**config.mk**
```make
export PLATFORM = sky130hd
export DESIGN_NAME = ar_bus_sequencer
export DESIGN_NICKNAME = d
export VERILOG_FILES = /design/src/rtl/ar_bus_sequencer.sv
export SDC_FILE = /design/constraint.sdc
export NUM_CORES = 1
export LEC_CHECK = 0
export BUFFER_PORTS_ARGS = -buffer_cell sky130_fd_sc_hd__buf_2
export CORE_UTILIZATION = 40
export CTS_CLUSTER_DIAMETER = 120
export DETAILED_ROUTE_END_ITERATION = 6
export PLACE_DENSITY = 0.68
export SLEW_MARGIN = 20
export SYNTH_ARGS = -nofsm -noshare
export SYNTH_HDL_FRONTEND = slang
export SYNTH_SLANG_ARGS = --single-unit
```
**constraint.sdc**
```tcl
create_clock -name clk -period 2.35 [get_ports clk]
set_input_delay 0.47 -clock clk [delete_from_list [all_inputs] [get_ports clk]]
set_output_delay 0.47 -clock clk [all_outputs]
set_load 0.02 [all_outputs]
```
**src/rtl/ar_bus_sequencer.sv**
```systemverilog
// Address-bus sequencer: arbitrates CPU and front-panel requests, loads the AR,
// then drives one memory or I/O strobe whose width the bus wait line can stretch.
module ar_bus_sequencer #(
    parameter int SETUP_CYCLES  = 1,
    parameter int STROBE_CYCLES = 2,
    parameter int WAIT_MAX      = 64
) (
    input  logic        clk,
    input  logic        reset,
    input  logic        cpu_req,
    input  logic        cpu_io,
    input  logic [23:0] cpu_addr,
    input  logic        fp_req,
    input  logic        fp_io,
    input  logic [23:0] fp_addr,
    input  logic        nwaiting,
    output logic [7:0]  aext,
    output logic [15:0] ab_lo,
    output logic        ab_lo_oe,
    output logic        nwrite_ar,
    output logic        nmem,
    output logic        nio,
    output logic        cpu_gnt,
    output logic        fp_gnt,
    output logic        cpu_done,
    output logic        fp_done,
    output logic        err
);

    typedef enum logic [2:0] {IDLE, LOAD, SETUP, STROBE, RECOVER} state_t;

    localparam logic [3:0] SETUP_LAST  = 4'(SETUP_CYCLES - 1);
    localparam logic [3:0] STROBE_LAST = 4'(STROBE_CYCLES - 1);
    localparam logic [7:0] WAIT_LAST   = 8'(WAIT_MAX);

    state_t      state, state_next;
    logic [3:0]  cnt;
    logic [7:0]  wait_cnt;
    logic        owner_fp, last_fp, io_reg, aborted;
    logic [23:0] addr_reg;
    logic        any_req, pick_fp, setup_last, strobe_min, time_out;

    assign any_req    = cpu_req | fp_req;
    // Round-robin: on a tie the requester that did not win last time goes first.
    assign pick_fp    = fp_req & (~cpu_req | ~last_fp);
    assign setup_last = (cnt == SETUP_LAST);
    assign strobe_min = (cnt == STROBE_LAST);
    assign time_out   = (wait_cnt == WAIT_LAST);

    always_ff @(posedge clk) begin
        if (reset) begin
            state    <= IDLE;
            cnt      <= '0;
            wait_cnt <= '0;
            owner_fp <= 1'b0;
            last_fp  <= 1'b1;
            io_reg   <= 1'b0;
            addr_reg <= '0;
            aborted  <= 1'b0;
        end else begin
            state <= state_next;
            case (state)
                IDLE: begin
                    cnt      <= '0;
                    wait_cnt <= '0;
                    if (any_req) begin
                        owner_fp <= pick_fp;
                        io_reg   <= pick_fp ? fp_io : cpu_io;
                        aborted  <= 1'b0;
                        if (pick_fp)
                            addr_reg <= {fp_io ? 8'h00 : fp_addr[23:16], fp_addr[15:0]};
                        else
                            addr_reg <= {cpu_io ? 8'h00 : cpu_addr[23:16], cpu_addr[15:0]};
                    end
                end
                SETUP: cnt <= setup_last ? 4'd0 : cnt + 4'd1;
                STROBE: begin
                    // Counters stop at their limits; the state change ends the phase.
                    if (!strobe_min)
                        cnt <= cnt + 4'd1;
                    else if (!nwaiting) begin
                        if (time_out)
                            aborted <= 1'b1;
                        else
                            wait_cnt <= wait_cnt + 8'd1;
                    end
                end
                RECOVER: last_fp <= owner_fp;
                default: ;
            endcase
        end
    end

    always_comb begin
        state_next = state;
        nwrite_ar  = 1'b1;
        ab_lo_oe   = 1'b0;
        nmem       = 1'b1;
        nio        = 1'b1;
        cpu_gnt    = 1'b0;
        fp_gnt     = 1'b0;
        cpu_done   = 1'b0;
        fp_done    = 1'b0;
        err        = 1'b0;
        aext       = addr_reg[23:16];
        ab_lo      = addr_reg[15:0];

        if (state != IDLE) begin
            cpu_gnt = ~owner_fp;
            fp_gnt  = owner_fp;
        end

        case (state)
            IDLE: if (any_req) state_next = LOAD;
            LOAD: begin
                nwrite_ar  = 1'b0;
                ab_lo_oe   = 1'b1;
                state_next = SETUP;
            end
            SETUP: if (setup_last) state_next = STROBE;
            STROBE: begin
                nmem = io_reg;
                nio  = ~io_reg;
                if (strobe_min && (nwaiting || time_out))
                    state_next = RECOVER;
            end
            RECOVER: begin
                cpu_done   = ~owner_fp;
                fp_done    = owner_fp;
                err        = aborted;
                state_next = IDLE;
            end
            default: state_next = IDLE;
        endcase
    end

endmodule

```
==> results by group <==
Clocking
  • Number of clock buffers inserted by TritonCTS: 5
  • Count of cells resized by post-cts repair: 0
  • TritonCTS Sinks: 43
  • Clock network latency to the later pin of the worst-skew pair: 0.30 ns
  • Maximum number of buffers from clock root to sink: 2
  • Clock transition at the registers of the reported paths: 0.08 ns
  • Number of buffers inserted by post-CTS setup repair: 0
  • H-tree level count: 2
  • CTS tree: built
  • Number of hold buffers added after cts: 0
  • Clock tree root driver cell: sky130_fd_sc_hd__clkbuf_8

Routing
  • Drt pass-1 iters: 4
  • # DRC: 0
  • WL final: 5140 um
  • Wire length per cell: 12.5 um
  • DRC violation total after the first TritonRoute iteration: 101
  • Total vias in the final route: 2,114
  • Drt via density: 5.16
  • ANT nets after route: 0

Global route
  • Total global routing overflow: 0
  • Initial antenna violation count: 0
  • First-pass GRT wire length: 8760 um
  • Largest net degree at the start of global routing: 51
  • Total track usage: 18.4%
  • Vias in the first global route: 1,919

Power
  • Power density over the cells: 957 nW/um2
  • Leak: 0.00121 uW
  • Maximum ir drop on the vdd rail: 450 uV

Hold path
  • Startpoint of the tightest hold check path: aborted$_SDFFE_PP0P_
  • Worst hold stages: 2
  • Hold EP: aborted$_SDFFE_PP0P_
  • Worst hold-check path type: reg2reg

Setup path
  • Arrival time at the worst endpoint: 1.58 ns
  • Worst flop-to-flop path startpoint: cnt[0]$_SDFFE_PP0P_
  • Count of cells along the worst register-to-register path: 6
  • Startpoint Class: register
  • Required time at the endpoint of the critical path: 1.88 ns
  • R2R Setup Slk: 0.43 ns
  • R2R Path End: wait_cnt[4]$_SDFFE_PP0P_
  • Worst Path Max Fanout: 15
  • Crit Path Class: reg2out
  • Element type at the critical path end: output pin

Timing
  • Setup Viol. Count Final: 0
  • Period Utilization, post-route: 87.1%
  • Hold violation count in the final report: 0
  • Largest clock skew in the final design: 0.00654 ns
  • Transition time of the tightest slew-check pin: 0.562 ns
  • Setup repair after global routing missed its margin: no
  • Number of pins with negative max-slew slack in the final report: 0
  • Worst setup slack after layout: 0.303 ns
  • Setup TNS: 0 ns
  • Normalized max-slew margin: 62.1%
  • Final worst path period need: 2.05 ns
  • Highest clock frequency the design can meet: 488 MHz

Layout
  • Layout cells sized above 1: 32.1%
  • Layout fillers: 504
  • Post-Route Utilization: 54.0%
  • Fin area: 2830 um2
  • N_diodes: 0
  • Final Net Count: 399
  • Number of flip-flops under the largest register name: 24
  • Area grow syn2layout: 26.6%
  • Count of placed standard cells in the final layout, fillers left out: 410

Logic synthesis
  • Synth warnings: 0
  • Yosys cell types: 42
  • Fraction of the yosys area taken by sequential cells: 38.5%
  • Post-synthesis net count: 318
  • Share of async-settable or async-resettable flops after synthesis: 0%
  • Top cell types by occurrence after synthesis: sky130_fd_sc_hd__dfxtp_1 (43), sky130_fd_sc_hd__nor2_1 (36), sky130_fd_sc_hd__a211oi_1 (30)
  • Largest area contributor in the synthesized netlist: sky130_fd_sc_hd__dfxtp_1
  • Post-synth EDFFs: 0
  • Share of the synthesized area in the top cell type: 38.5%
  • Post-synth design cell area: 2230 um2
  • Most area-consuming cells after synthesis: sky130_fd_sc_hd__dfxtp_1 (39%), sky130_fd_sc_hd__mux2i_1 (11%), sky130_fd_sc_hd__a211oi_1 (10%)
  • Most used standard cell by instance count after synthesis: sky130_fd_sc_hd__dfxtp_1
  • Primary flip-flop cell chosen by synthesis mapping: sky130_fd_sc_hd__dfxtp_1
  • Number of synthesized register bits: 43
  • Post-synthesis instance total: 258
  • Mean Syn Cell Area: 8.66 um2

Floorplanning
  • Area of the placeable core: 5240 um2
  • Height of the chip: 76.7 um
  • Placement row count: 26
  • Initial Utilization: 42.7%
  • I/O pin total: 88
  • X dimension of the die: 76.7 um
  • Area of the die: 5890 um2

Placement
  • GPL Wtd Cong: 0.830
  • Count of port buffers added during placement: 87
  • Number of cells in the design after placement: 402
  • Total placed instance area: 2740 um2
  • Pre-CTS WS: 0.431 ns
  • Sum of net half-perimeters after detailed placement: 3850 um

Run status
  • Outcome: finished clean

Job
  • Number of max-capacitance violations reported: 0
==> cells in the final DEF, fill, tap and decap left out, types with 2 or more instances in the layout <==
cell type and instances:
sky130_fd_sc_hd__a211oi_1 30, sky130_fd_sc_hd__a21oi_1 9, sky130_fd_sc_hd__a31oi_1 8, sky130_fd_sc_hd__and2_2 2
sky130_fd_sc_hd__and3_1 5, sky130_fd_sc_hd__buf_2 87, sky130_fd_sc_hd__buf_4 4, sky130_fd_sc_hd__clkbuf_8 5
sky130_fd_sc_hd__dfxtp_1 43, sky130_fd_sc_hd__ha_1 5, sky130_fd_sc_hd__inv_1 8, sky130_fd_sc_hd__mux2i_1 24
sky130_fd_sc_hd__nand2_1 13, sky130_fd_sc_hd__nand3_1 2, sky130_fd_sc_hd__nand4_1 3, sky130_fd_sc_hd__nor2_1 35
sky130_fd_sc_hd__nor3b_1 12, sky130_fd_sc_hd__o21ai_0 8, sky130_fd_sc_hd__o31ai_1 2, sky130_fd_sc_hd__or3_1 7
sky130_fd_sc_hd__or4_1 2
==> per-layer routing <==
metal  global-route usage, %  up-vias  routed length [um]
li1                        -     1109                   -
met1                    22.0      924                2410
met2                    30.5       75                2280
met3                    6.90        6                 403
met4                    5.19        0                  51
met5                       0        -                   0
==> logic make-up after synthesis <==
group	Yosys count	synth area share (%)
xor+xnor	1	0.392
mux	24	10.8
flops	43	38.5
compound gates	64	19.4
buf+inv	26	5.04
simple gates	95	23.1
fa+ha+maj	5	2.80
==> area by class of cell <==
cell class              count  area (um2)  share of cell area [%]
clock buffers               6        72.6                    2.57
clock inverters             2        12.5                   0.442
inverters                   8        30.0                    1.06
multi-input cells         189        1280                    45.2
flip-flops and latches     43         861                    30.4
well taps                  70        87.6                    3.10
repair buffers             92         485                    17.2
==> worst max path at each step <==
stage,start,to,slack [ns],cells after the start
final,state[2]$_SDFFE_PP0P_,fp_gnt,0.30,3
after global routing,state[2]$_SDFFE_PP0P_,fp_gnt,0.24,3
after CTS,state[2]$_SDFFE_PP0P_,fp_gnt,0.30,3
after detailed placement,nwaiting,wait_cnt[4]$_SDFFE_PP0P_,0.43,6
after global placement,state[2]$_SDFFE_PP0P_,wait_cnt[4]$_SDFFE_PP0P_,0.53,4
after floorplan,cnt[0]$_SDFFE_PP0P_,wait_cnt[4]$_SDFFE_PP0P_,0.53,5
==> critical path, cell delays in order (launching register included) <==
cell and delay (ns):
sky130_fd_sc_hd__dfxtp_1 0.44, sky130_fd_sc_hd__or3_4 0.49, sky130_fd_sc_hd__and2_2 0.20, sky130_fd_sc_hd__buf_2 0.15
==> power by group <==
group	switching, uW	leakage [uW]	internal, uW	total [uW]
clock	251	0.0000412	208	459
sequential	130	0.000353	906	1040
combinational	740	0.000812	474	1210
total	1120	0.00121	1590	2710
==> metrics by stage <==
step | total power (uW) | hold WS [ns]
after floorplan | 1890 | 0.427
after detailed placement | 2270 | 0.447
after CTS | 2740 | 0.457
final | 2710 | 0.455
after global placement | 2260 | 0.444
after global routing | 2910 | 0.506
Power figures use the tool's default switching activity.
